===== src/rtl/pcie_g3_tx_block_encoder_pkg.sv =====
// pcie_g3_encoder_pkg: shared types, sync headers, Gen3 LFSR constants and lane seed table.
// No ports; imported by the interface users, the scrambler and the encoder top.
package pcie_g3_encoder_pkg;
  typedef enum logic [1:0] {BT_OS = 2'b01, BT_DATA = 2'b10} blk_type_e;
  typedef enum logic [1:0] {OS_NORMAL = 2'd0, OS_SKP = 2'd1, OS_EIEOS = 2'd2} os_kind_e;
  typedef enum logic {EXPECT_SOB, IN_BLOCK} frame_state_e;
  localparam logic [1:0] SH_DATA = 2'b10;
  localparam logic [1:0] SH_OS = 2'b01;
  localparam int LFSR_W = 23;
  // Taps below x^23 of x^23+x^21+x^16+x^8+x^5+x^2+1.
  localparam logic [LFSR_W-1:0] LFSR_POLY = 23'h210125;
  localparam logic [LFSR_W-1:0] LANE_SEED [8] = '{
    23'h1DBFBC, 23'h0607BB, 23'h1EC760, 23'h18C0DB,
    23'h010F12, 23'h19CFC9, 23'h0277CE, 23'h1BB807
  };
  // One Galois step: shift up, fold the bit leaving lfsr[22] back into the taps.
  function automatic logic [LFSR_W-1:0] lfsr_step(input logic [LFSR_W-1:0] s);
    return {s[LFSR_W-2:0], 1'b0} ^ (s[LFSR_W-1] ? LFSR_POLY : '0);
  endfunction
endpackage


===== src/rtl/pcie_g3_tx_block_encoder_if.sv =====
// pcie_g3_tx_block_encoder_if: word stream in, encoded stream out, framing error pulse.
// master = upstream source / downstream sink side, slave = the encoder.
interface pcie_g3_tx_block_encoder_if;
  logic in_valid, in_ready, in_sob;
  logic [31:0] in_data;
  logic [1:0] in_type, in_os_kind;
  logic out_valid, out_ready, out_sob, frame_err;
  logic [31:0] out_data;
  logic [1:0] out_sh;
  modport master (
    output in_valid, in_data, in_sob, in_type, in_os_kind, out_ready,
    input in_ready, out_valid, out_data, out_sob, out_sh, frame_err
  );
  modport slave (
    input in_valid, in_data, in_sob, in_type, in_os_kind, out_ready,
    output in_ready, out_valid, out_data, out_sob, out_sh, frame_err
  );
endinterface


===== src/rtl/pcie_g3_tx_block_encoder_scrambler.sv =====
// pcie_g3_scrambler: combinational 32-bit Gen3 scrambler, 32 unrolled LFSR steps.
// data_i/lfsr_i/seed_i in; en_i advances, bypass_i skips XOR, reload_i loads seed_i;
// data_o is the (possibly) scrambled word, lfsr_o the next LFSR state.
module pcie_g3_scrambler
  import pcie_g3_encoder_pkg::*;
(
  input  logic [31:0]       data_i,
  input  logic [LFSR_W-1:0] lfsr_i,
  input  logic [LFSR_W-1:0] seed_i,
  input  logic              en_i,
  input  logic              bypass_i,
  input  logic              reload_i,
  output logic [31:0]       data_o,
  output logic [LFSR_W-1:0] lfsr_o
);
  logic [LFSR_W-1:0] s;
  // Bit i of the word is bit (i%8) of byte (i/8): LSB-first, byte 0 first.
  always_comb begin
    s = lfsr_i;
    data_o = data_i;
    for (int i = 0; i < 32; i++) begin
      data_o[i] = data_i[i] ^ (s[LFSR_W-1] & ~bypass_i);
      s = lfsr_step(s);
    end
    lfsr_o = reload_i ? seed_i : en_i ? s : lfsr_i;
  end
endmodule


===== src/rtl/pcie_g3_tx_block_encoder.sv =====
// pcie_g3_tx_block_encoder: per-lane PCIe Gen3 128b/130b block framer and scrambler.
// Ports: clk, rst_n (sync, active-low), bus (slave): in_* word stream with in_sob/type/kind,
// out_* registered encoded stream with out_sob/out_sh, frame_err one-cycle pulse.
module pcie_g3_tx_block_encoder
  import pcie_g3_encoder_pkg::*;
#(
  parameter int LANE = 0
) (
  input logic clk,
  input logic rst_n,
  pcie_g3_tx_block_encoder_if.slave bus
);
  localparam logic [LFSR_W-1:0] SEED = LANE_SEED[LANE[2:0]];
  frame_state_e state_q, state_d;
  blk_type_e type_q, type_d, cur_type;
  logic [1:0] kind_q, kind_d, cur_kind, cnt_q, cnt_d, idx;
  logic [LFSR_W-1:0] lfsr_q, lfsr_d;
  logic [31:0] out_data_q, scr_data;
  logic [1:0] out_sh_q;
  logic out_valid_q, out_sob_q, frame_err_q;
  logic acc, emit, viol, last, is_data, adv, reload;

  assign bus.in_ready = !out_valid_q || bus.out_ready;
  assign bus.out_valid = out_valid_q;
  assign bus.out_data = out_data_q;
  assign bus.out_sob = out_sob_q;
  assign bus.out_sh = out_sh_q;
  assign bus.frame_err = frame_err_q;

  // A sob word takes its type/kind from the inputs; later words use the latched block attributes.
  // Unknown in_type values fall back to ordered set.
  always_comb begin
    acc = bus.in_valid && bus.in_ready;
    cur_type = bus.in_sob ? (bus.in_type == BT_DATA ? BT_DATA : BT_OS) : type_q;
    cur_kind = bus.in_sob ? bus.in_os_kind : kind_q;
    idx = bus.in_sob ? 2'd0 : cnt_q;
    last = idx == 2'd3;
    is_data = cur_type == BT_DATA;
    emit = acc && (bus.in_sob || state_q == IN_BLOCK);
    viol = acc && (bus.in_sob ? (state_q == IN_BLOCK || (bus.in_type != BT_DATA && bus.in_type != BT_OS))
                              : state_q == EXPECT_SOB);
    adv = emit && (is_data || (cur_kind != OS_SKP && cur_kind != OS_EIEOS));
    reload = emit && !is_data && cur_kind == OS_EIEOS && last;
  end

  always_comb begin
    state_d = emit ? (last ? EXPECT_SOB : IN_BLOCK) : state_q;
    cnt_d = emit ? idx + 2'd1 : cnt_q;
    type_d = emit ? cur_type : type_q;
    kind_d = emit ? cur_kind : kind_q;
  end

  pcie_g3_scrambler u_scr (
    .data_i  (bus.in_data),
    .lfsr_i  (lfsr_q),
    .seed_i  (SEED),
    .en_i    (adv),
    .bypass_i(!is_data),
    .reload_i(reload),
    .data_o  (scr_data),
    .lfsr_o  (lfsr_d)
  );

  always_ff @(posedge clk) begin
    if (!rst_n) begin
      state_q <= EXPECT_SOB;
      type_q <= BT_DATA;
      kind_q <= '0;
      cnt_q <= '0;
      lfsr_q <= SEED;
      out_valid_q <= 1'b0;
      out_data_q <= '0;
      out_sob_q <= 1'b0;
      out_sh_q <= '0;
      frame_err_q <= 1'b0;
    end else begin
      state_q <= state_d;
      type_q <= type_d;
      kind_q <= kind_d;
      cnt_q <= cnt_d;
      lfsr_q <= lfsr_d;
      out_valid_q <= emit || (out_valid_q && !bus.out_ready);
      frame_err_q <= viol;
      if (emit) begin
        out_data_q <= scr_data;
        out_sob_q <= bus.in_sob;
        out_sh_q <= is_data ? SH_DATA : SH_OS;
      end
    end
  end
endmodule


===== src/flat_wrapper.sv =====
// flat-port wrapper written by rule: the top's interface ports become plain ports
module pcie_g3_tx_block_encoder_flat import pcie_g3_encoder_pkg::*;
#(
  parameter int LANE = 0
)
  (clk, rst_n, bus_in_valid, bus_in_data, bus_in_sob, bus_in_type, bus_in_os_kind, bus_out_ready, bus_in_ready, bus_out_valid, bus_out_data, bus_out_sob, bus_out_sh, bus_frame_err);
  pcie_g3_tx_block_encoder_if bus_i ();
  input logic clk;
  input logic rst_n;
  input wire logic [$bits(bus_i.in_valid)-1:0] bus_in_valid;
  input wire logic [$bits(bus_i.in_data)-1:0] bus_in_data;
  input wire logic [$bits(bus_i.in_sob)-1:0] bus_in_sob;
  input wire logic [$bits(bus_i.in_type)-1:0] bus_in_type;
  input wire logic [$bits(bus_i.in_os_kind)-1:0] bus_in_os_kind;
  input wire logic [$bits(bus_i.out_ready)-1:0] bus_out_ready;
  output wire logic [$bits(bus_i.in_ready)-1:0] bus_in_ready;
  output wire logic [$bits(bus_i.out_valid)-1:0] bus_out_valid;
  output wire logic [$bits(bus_i.out_data)-1:0] bus_out_data;
  output wire logic [$bits(bus_i.out_sob)-1:0] bus_out_sob;
  output wire logic [$bits(bus_i.out_sh)-1:0] bus_out_sh;
  output wire logic [$bits(bus_i.frame_err)-1:0] bus_frame_err;
  assign bus_i.in_valid = bus_in_valid;
  assign bus_i.in_data = bus_in_data;
  assign bus_i.in_sob = bus_in_sob;
  assign bus_i.in_type = bus_in_type;
  assign bus_i.in_os_kind = bus_in_os_kind;
  assign bus_i.out_ready = bus_out_ready;
  assign bus_in_ready = bus_i.in_ready;
  assign bus_out_valid = bus_i.out_valid;
  assign bus_out_data = bus_i.out_data;
  assign bus_out_sob = bus_i.out_sob;
  assign bus_out_sh = bus_i.out_sh;
  assign bus_frame_err = bus_i.frame_err;
  pcie_g3_tx_block_encoder #(.LANE(LANE)) u_core (.clk(clk), .rst_n(rst_n), .bus(bus_i));
endmodule

===== config.mk =====
export PLATFORM = sky130hd
export DESIGN_NAME = pcie_g3_tx_block_encoder_flat
export DESIGN_NICKNAME = d
export VERILOG_FILES = /design/src/rtl/pcie_g3_tx_block_encoder_pkg.sv /design/src/rtl/pcie_g3_tx_block_encoder_if.sv /design/src/rtl/pcie_g3_tx_block_encoder_scrambler.sv /design/src/rtl/pcie_g3_tx_block_encoder.sv /design/src/flat_wrapper.sv
export SDC_FILE = /design/constraint.sdc
export NUM_CORES = 1
export LEC_CHECK = 0
export ABC_AREA = 1
export CELL_PAD_IN_SITES_DETAIL_PLACEMENT = 1
export CELL_PAD_IN_SITES_GLOBAL_PLACEMENT = 2
export CORE_MARGIN = 5
export CORE_UTILIZATION = 35
export CTS_BUF_LIST = sky130_fd_sc_hd__clkbuf_8
export DETAILED_ROUTE_END_ITERATION = 7
export HOLD_SLACK_MARGIN = 0.15
export PLACE_DENSITY_LB_ADDON = 0.1
export SLEW_MARGIN = 40
export SYNTH_ARGS = -nofsm -noshare
export SYNTH_HDL_FRONTEND = slang
export SYNTH_SLANG_ARGS = --single-unit

===== constraint.sdc =====
create_clock -name clk -period 4.8 [get_ports clk]
set_input_delay 0.48 -clock clk [delete_from_list [all_inputs] [get_ports clk]]
set_output_delay 0.48 -clock clk [all_outputs]
set_load 0.02 [all_outputs]

==> results_dict.tcl, run 1 <==
set metrics [dict create \
    io_pins 79 \
    r2r_slack_ps 660 \
    min_period_over_period_pct 86.2 \
    global_route.overflow_total 0 \
    syn_area_um2 5470 \
    die_area_um2 18200 \
    clkSinkCount 67 \
    max_slew_margin_pct 45.5 \
    cts-root-buf "clkbuf_8" \
    cts_hold_buf 0 \
    r2r-start "u_core.lfsr_q[22]$_SDFFE_PP0P_" \
    async_flop_share_pct 0 \
    maxCapViolCount 0 \
    routed_wl_um 19500 \
    clk_pin_slew_worst_paths_ps 80 \
    dp_hpwl_um 15600 \
    synth-seq-cells 67 \
    area_delta_synth_final_pct 22.4 \
    viasPerCell 4.96 \
    critPathTopFamily "simple AND/OR/NAND/NOR gates" \
    tightestPinTransition_ps 817 \
    synthCells 747 \
    antenna_cells 0 \
    post-cts-setup-buffers 0 \
    first_pass_iters 4 \
    die_w_um 135 \
    fin_util_pct 43.9 \
    status "finished, final reports clean" \
    place_congestion 0.969 \
    layout-drive-gt1-share_pct 18.6 \
    ctsResizeCount 0 \
    hold_violations 0 \
    synth.area.top_cells "dfxtp_1, xor2_1, nand2_1" \
    initial_utilization_pct 35.8 \
    cts_buffers 9 \
    wl_per_cell_um 18.9 \
    die_height_um 135 \
    crit_type "reg -> reg" \
    synth_top_area_share_pct 24.5 \
    finalSetupTns_ps 0 \
    timing.rr.end "u_core.lfsr_q[9]$_SDFFE_PP1P_" \
    drc_errors 0 \
    antenna_found_initial 0 \
    n_fill_cell 1902 \
    ys_seq_area_share_pct 24.5 \
    grt_pass1_vias 5312 \
    portBuffers 78 \
    crit_slowest_cell "dfxtp_1" \
    skew_ps 10.8 \
    drv_slew 0 \
    hold_path_class "reg -> reg" \
    worstHoldStart "u_core.type_q[0]$_SDFFE_PN0P_" \
    row_count 45 \
    htree_levels 3 \
    fin_crit_ps 4140 \
    syn_nets 791 \
    syn_area_per_cell_um2 7.32 \
    final_nets 861 \
    ys.flop_type "dfxtp_1" \
    path_buf_inv 2 \
    place_ws_ps 668 \
    num_vias 5120 \
    clockBufferDepth 2 \
    rsz0062_at_grt "no" \
    synth_cell_types 37 \
    clock_latency_ps 380 \
    grt_max_degree 41 \
    max_freq_mhz 242 \
    ant_nets 0 \
    setup_violations 0 \
    crit_required_ps 5130 \
    hold_slack_ps 451 \
    core_area_um2 15300 \
    drt_iter0_markers 161 \
    hold_end "u_core.type_q[0]$_SDFFE_PN0P_" \
    track_usage_pct 21.7 \
    synth_commonest_cells "nand2_1, inv_1, nand3_1" \
    setup_slack_ps 661 \
    hold_depth 2 \
    grt_pass1_wl_um 30100 \
    critPathMaxStageDelay_ps 720 \
    setup.worst_path.end_class "flop" \
    start_kind "flop" \
    crit_top_cell "nand2_4" \
    multi_input_area_um2 3600 \
    synth_edf_count 0 \
    arrival_ps 4470 \
    tritoncts "built" \
    netlist.top_cell.by_area "dfxtp_1" \
    reg2regPathDepth 27 \
    cp_max_fo 8 \
    regArea_um2 1340 \
    yosys_warnings 0 \
    synthMostInstantiatedCell "nand2_1" \
]
[worst reg2reg max path, cell delays in order, from the launching register on]
cell,delay [ps]
dfxtp_1,720
nand2_2,210
nand2_4,160
nand2_8,80
nand2_8,110
nand2_4,90
nand2_4,150
nand2_1,90
nand2_2,150
nand3_4,120
nand2_4,130
nand2_1,80
nand3_2,130
nand2_4,120
nand2_2,100
nand3_2,120
nand2_4,140
nand2_2,90
nand2_4,140
inv_2,50
nand2_1,50
nand2_1,170
inv_1,150
nand3_2,130
nand2_2,180
xor2_1,190
nand2_1,130
nand2_1,100
[per-stage QoR]
step                area, µm²  instances
floorplan                5470        747
global placement         6460       1017
detailed placement       6460       1017
CTS                      6690       1033
global route             6690       1033
finish                   6690       1033
[sequential cells by signal (all words and copies together), names as in the netlist]
name                  count
u_core.bus.out_valid      1
u_core.state_q            1
u_core.bus.out_sob        1
u_core.lfsr_q            23
u_core.cnt_q              2
u_core.bus.out_sh         2
u_core.bus.out_data      32
u_core.bus.frame_err      1
u_core.kind_q             2
u_core.type_q             2
[layout by cell type, fill, tap and decap left out, types with 3 or more instances in the layout]
master and instances:
or2_1 4, nand3_4 11, inv_1 91, o221ai_1 6, nand2_8 3, o211ai_1 18
or2_2 4, nor2_1 19, xor2_1 57, a21oi_1 32, o21ai_0 50, nand3b_1 18
dfxtp_1 67, o21bai_1 3, nand3_1 69, xor2_2 3, ha_1 3, nand2_2 25
clkbuf_8 10, inv_2 23, nand3_2 25, nand2_4 30, buf_4 6, clkdlybuf4s50_1 78
o21a_1 4, nand2_1 123, xnor2_1 16, nor3_1 6
[how the worst max path moves through the flow]
stage                     slack [ps]  cells after the start                           start                        endpoint
after floorplan                 1850                     30  u_core.lfsr_q[22]$_SDFFE_PP0P_  u_core.lfsr_q[21]$_SDFFE_PP0P_
after global placement           640                     27  u_core.lfsr_q[22]$_SDFFE_PP0P_   u_core.lfsr_q[9]$_SDFFE_PP1P_
after detailed placement         670                     27  u_core.lfsr_q[22]$_SDFFE_PP0P_   u_core.lfsr_q[9]$_SDFFE_PP1P_
after CTS                        630                     27  u_core.lfsr_q[22]$_SDFFE_PP0P_   u_core.lfsr_q[9]$_SDFFE_PP1P_
after global routing             370                     27  u_core.lfsr_q[22]$_SDFFE_PP0P_   u_core.lfsr_q[9]$_SDFFE_PP1P_
final                            660                     27  u_core.lfsr_q[22]$_SDFFE_PP0P_   u_core.lfsr_q[9]$_SDFFE_PP1P_
[routing by layer]
| metal | up-vias | GRT usage, % | wire length, µm |
|---|---|---|---|
| met3 | 30 | 4.62 | 676 |
| met4 | 0 | 7.05 | 495 |
| met2 | 81 | 37.9 | 9740 |
| met5 | - | 0 | 0 |
| met1 | 2466 | 26.5 | 8570 |
| li1 | 2543 | - | - |
[layout make-up]
class / count / area share (%)
well taps: 211 / 3.95
inverters: 116 / 6.54
clock inverters: 6 / 1.33
clock buffers: 10 / 2.06
flip-flops and latches: 67 / 20.0
multi-input cells: 539 / 53.7
repair buffers: 84 / 12.3
[cell families after synthesis]
family / count (synthesis) / share of synthesized area [%]
fa+ha+maj: 3 / 0.686
simple gates: 339 / 38.4
flops: 67 / 24.5
buf+inv: 141 / 9.95
compound gates: 118 / 12.5
xor+xnor: 79 / 13.9
Power of run 1 is left out: the tool's default activity adds up to more than one toggle a clock period on the data nets, which glitch-free logic cannot reach.
==> run 2, diff against run 1 <==
- CORE_MARGIN: 5 -> default
- REMOVE_ABC_BUFFERS: default -> 1
==> results_dict.tcl, run 2 (synthesis results as in run 1) <==
set metrics [dict create \
    die_w_um 127 \
    routed_wl_um 17800 \
    multi_input_area_um2 3600 \
    max_freq_mhz 254 \
    grt_max_degree 64 \
    ctsResizeCount 0 \
    final_cell_mix "nand2_1, inv_1, clkdlybuf4s50_1" \
    crit_type "reg -> reg" \
    clock_latency_ps 380 \
    core_area_um2 15200 \
    skew_ps 6.24 \
    place_congestion 0.920 \
    n_fill_cell 1890 \
    cts_buffers 9 \
    drv_slew 0 \
    hold_violations 0 \
    largest_reg_flops 32 \
    cp_max_fo 8 \
    tritoncts "built" \
    setup_violations 0 \
    path_buf_inv 2 \
    die_area_um2 16100 \
    crit_slowest_cell "dfxtp_1" \
    clockBufferDepth 2 \
    finalSetupTns_ps 0 \
    path_cells "nand2_2, nand2_4, nand2_8, nand2_8, nand2_4, nand2_4, nand2_1, nand2_2, nand3_4, nand2_4, xor2_2, inv_2, nand3_1, nand3_2, nand2_1, nand2_1, nand2_1, inv_2, nand3_1, nand2_1, xor2_1, a21oi_1, o21ai_0" \
    wl_per_cell_um 17.7 \
    ant_nets 0 \
    critPathMaxStageDelay_ps 660 \
    drt_iter0_markers 230 \
    drc_errors 0 \
    final_nets 860 \
    first_pass_iters 4 \
    layout-drive-gt1-share_pct 18.2 \
    final_common_cell "nand2_1" \
    area_delta_synth_final_pct 20.3 \
    initial_utilization_pct 36.0 \
    global_route.overflow_total 0 \
    num_vias 5100 \
    hold_path_class "reg -> reg" \
    grt_pass1_wl_um 28200 \
    row_count 45 \
    cts-root-buf "clkbuf_8" \
    antenna_cells 0 \
    grt_pass1_vias 5114 \
    viasPerCell 5.06 \
    dp_hpwl_um 14000 \
    antenna_found_initial 0 \
    crit_required_ps 5040 \
    track_usage_pct 23.2 \
    tightestPinTransition_ps 790 \
    portBuffers 78 \
    fin_crit_ps 3930 \
    setup.worst_path.end_class "flop" \
    status "finished, final reports clean" \
    clk_pin_slew_worst_paths_ps 70 \
    io_pins 79 \
    min_period_over_period_pct 81.9 \
    cts_hold_buf 0 \
    maxCapViolCount 0 \
    htree_levels 3 \
    critPathTopFamily "simple AND/OR/NAND/NOR gates" \
    regArea_um2 1340 \
    arrival_ps 4170 \
    max_slew_margin_pct 47.3 \
    start_kind "flop" \
    clkSinkCount 67 \
    crit_top_cell "nand2_1" \
    die_height_um 127 \
    rsz0062_at_grt "no" \
    post-cts-setup-buffers 0 \
]
[run 2: cell count changes in the layout (fill, tap and decap cells not counted)]
cell | before | now
buf_4 | 6 | 5
clkinv_1 | 1 | 0
clkinv_2 | 1 | 2
clkinv_4 | 1 | 0
inv_2 | 23 | 24
bufinv_16 | 2 | 0
clkinvlp_4 | 2 | 1
clkbuf_8 | 10 | 9
inv_1 | 91 | 93
[run 2: area by class of cell]
class / instances / share of cell area [%]
multi-input combinational: 539 / 54.7
sequential: 67 / 20.4
inverter: 116 / 6.66
tap: 188 / 3.58
timing repair buffer: 83 / 12.4
clock buffer: 9 / 1.88
clock inverter: 5 / 0.380
[run 2: final timing paths]
kind / slack (ps) / depth (start not counted) / end / startpoint
worst min register to register: 460 / 2 / u_core.type_q[0]$_SDFFE_PN0P_ / u_core.type_q[0]$_SDFFE_PN0P_
worst max-delay path: 870 / 23 / u_core.lfsr_q[18]$_SDFFE_PP1P_ / u_core.lfsr_q[22]$_SDFFE_PP0P_
worst max register to register: 870 / 23 / u_core.lfsr_q[18]$_SDFFE_PP1P_ / u_core.lfsr_q[22]$_SDFFE_PP0P_
worst min-delay path: 460 / 2 / u_core.type_q[0]$_SDFFE_PN0P_ / u_core.type_q[0]$_SDFFE_PN0P_
[run 2: metrics by stage]
stage               utilization [%]  hold WS (ps)  cell area, µm²  setup WS, ps  std cells
floorplan                         -           424            5360          -782        722
global placement               42.3           436            6430           889        993
detailed placement             42.3           450            6430           843        993
CTS                            43.3           459            6580           824       1007
global route                   43.3           486            6580           534       1007
finish                         43.3           457            6580           870       1007
[run 2: worst reg2reg max path, cell delays in order, from the launching register on]
cell and delay [ps]:
dfxtp_1 660, nand2_2 200, nand2_4 160, nand2_8 90, nand2_8 100, nand2_4 90
nand2_4 110, nand2_1 80, nand2_2 130, nand3_4 110, nand2_4 140, xor2_2 360
inv_2 100, nand3_1 140, nand3_2 120, nand2_1 210, nand2_1 80, nand2_1 170
inv_2 60, nand3_1 100, nand2_1 150, xor2_1 210, a21oi_1 140, o21ai_0 90
[run 2: per-layer routing]
metal,GRT usage [%],part of all wire (%),up-vias
met5,0,0,-
met4,9.94,2.6,0
met3,3.02,3.2,26
met2,38.5,47,88
met1,30.4,47,2441
li1,-,-,2545
Power of run 2 is left out for the same reason.
==> run 3, diff against run 2 <==
- CORE_UTILIZATION: 35 -> 29
- clock period: 4.8 -> 3.5 ns (I/O delays scaled with it)
==> results_dict.tcl, run 3 (synthesis results as in run 1) <==
set metrics [dict create \
    die_w_um 139 \
    grt_pass1_vias 5304 \
    initial_utilization_pct 30.0 \
    regArea_um2 1350 \
    drc_errors 0 \
    core_area_um2 18200 \
    max_freq_mhz 295 \
    portBuffers 78 \
    tightestPinTransition_ps 800 \
    clock_latency_ps 380 \
    final_nets 931 \
    drv_slew 0 \
    use_met3_pct 3.30 \
    die_area_um2 19400 \
    layout-drive-gt1-share_pct 28.7 \
    setup.worst_path.end_class "flop" \
    routed_wl_um 19600 \
    final_cell_mix "nand2_1, inv_1, clkdlybuf4s50_1" \
    arrival_ps 3680 \
    cts_hold_buf 0 \
    hold_violations 0 \
    wl_per_cell_um 17.5 \
    viasPerCell 4.75 \
    setup_violations 0 \
    rsz0062_at_grt "yes" \
    largest_reg_flops 32 \
    tritoncts "built" \
    track_usage_pct 20.2 \
    ant_nets 0 \
    drt_iter0_markers 173 \
    grt_max_degree 37 \
    io_pins 79 \
    num_vias 5320 \
    die_height_um 139 \
    clockBufferDepth 2 \
    hold_path_class "reg -> reg" \
    first_pass_iters 4 \
    critPathTopFamily "simple AND/OR/NAND/NOR gates" \
    area_delta_synth_final_pct 40.4 \
    met2_usage_pct 34.2 \
    busiest_layer "met2" \
    grt_pass1_wl_um 30000 \
    placed_area_um2 6870 \
    path_buf_inv 4 \
    crit_slowest_cell "dfxtp_4" \
    final_common_cell "nand2_1" \
    critPathMaxStageDelay_ps 400 \
    clk_pin_slew_worst_paths_ps 90 \
    place_congestion 0.943 \
    crit_top_cell "nand2_8" \
    row_count 49 \
    cts_buffers 9 \
    crit_type "reg -> reg" \
    final_area_um2 7680 \
    start_kind "flop" \
    use_met1_pct 26.6 \
    htree_levels 3 \
    min_period_over_period_pct 96.8 \
    skew_ps 17.0 \
    maxCapViolCount 0 \
    clkSinkCount 67 \
    status "finished, final reports clean" \
    cts-root-buf "clkbuf_8" \
    max_slew_margin_pct 46.6 \
    fin_util_pct 42.2 \
    antenna_found_initial 0 \
    dp_hpwl_um 15400 \
    fin_crit_ps 3390 \
    n_fill_cell 2181 \
    multi_input_area_um2 3950 \
    global_route.overflow_total 0 \
    cp_max_fo 7 \
    antenna_cells 0 \
    crit_required_ps 3790 \
]
[run 3: per-layer routing]
layer	share of wire, %	wire, µm
met3	3.4	665
met4	1.3	250
met2	49	9520
met5	0	0
met1	47	9180
[run 3: through the flow]
| step | setup TNS [ps] | std cells | hold slack [ps] | setup slack [ps] |
|---|---|---|---|---|
| after detailed placement | -2600 | 1086 | 443 | -222 |
| after floorplan | -44570 | 722 | 424 | -1980 |
| final | 0 | 1121 | 451 | 112 |
| after global routing | -922 | 1121 | 479 | -90.4 |
| after global placement | -1890 | 1086 | 433 | -195 |
| after CTS | 0 | 1102 | 458 | 6.16 |
[run 3: final timing paths]
| check | start | endpoint | slack [ps] | cells past startpoint |
|---|---|---|---|---|
| worst max-delay path | u_core.lfsr_q[22]$_SDFFE_PP0P_ | u_core.lfsr_q[11]$_SDFFE_PP1P_ | 110 | 26 |
| worst min-delay path | u_core.kind_q[0]$_SDFFE_PN0P_ | u_core.kind_q[0]$_SDFFE_PN0P_ | 450 | 2 |
| worst max register to register | u_core.lfsr_q[22]$_SDFFE_PP0P_ | u_core.lfsr_q[11]$_SDFFE_PP1P_ | 110 | 26 |
| worst min register to register | u_core.kind_q[0]$_SDFFE_PN0P_ | u_core.kind_q[0]$_SDFFE_PN0P_ | 450 | 2 |
[run 3: area by class of cell]
cell class | count | area share, %
timing repair buffer | 154 | 18.0
multi-input combinational | 539 | 51.5
clock buffer | 11 | 1.97
sequential | 67 | 17.6
inverter | 116 | 5.77
tap | 229 | 3.73
clock inverter | 5 | 1.40
[run 3: worst min-delay path: stages, from the launching register on]
cell and delay [ps]:
dfxtp_1 300, inv_1 60, a21oi_1 50
[run 3: what timing repair did]
action                                  in CTS  in global routing
resized for setup                            9                 64
buffers inserted                             0                 19
endpoints found under the setup margin      24                 25
pin swaps                                    1                 32
Power of run 3 is left out for the same reason.
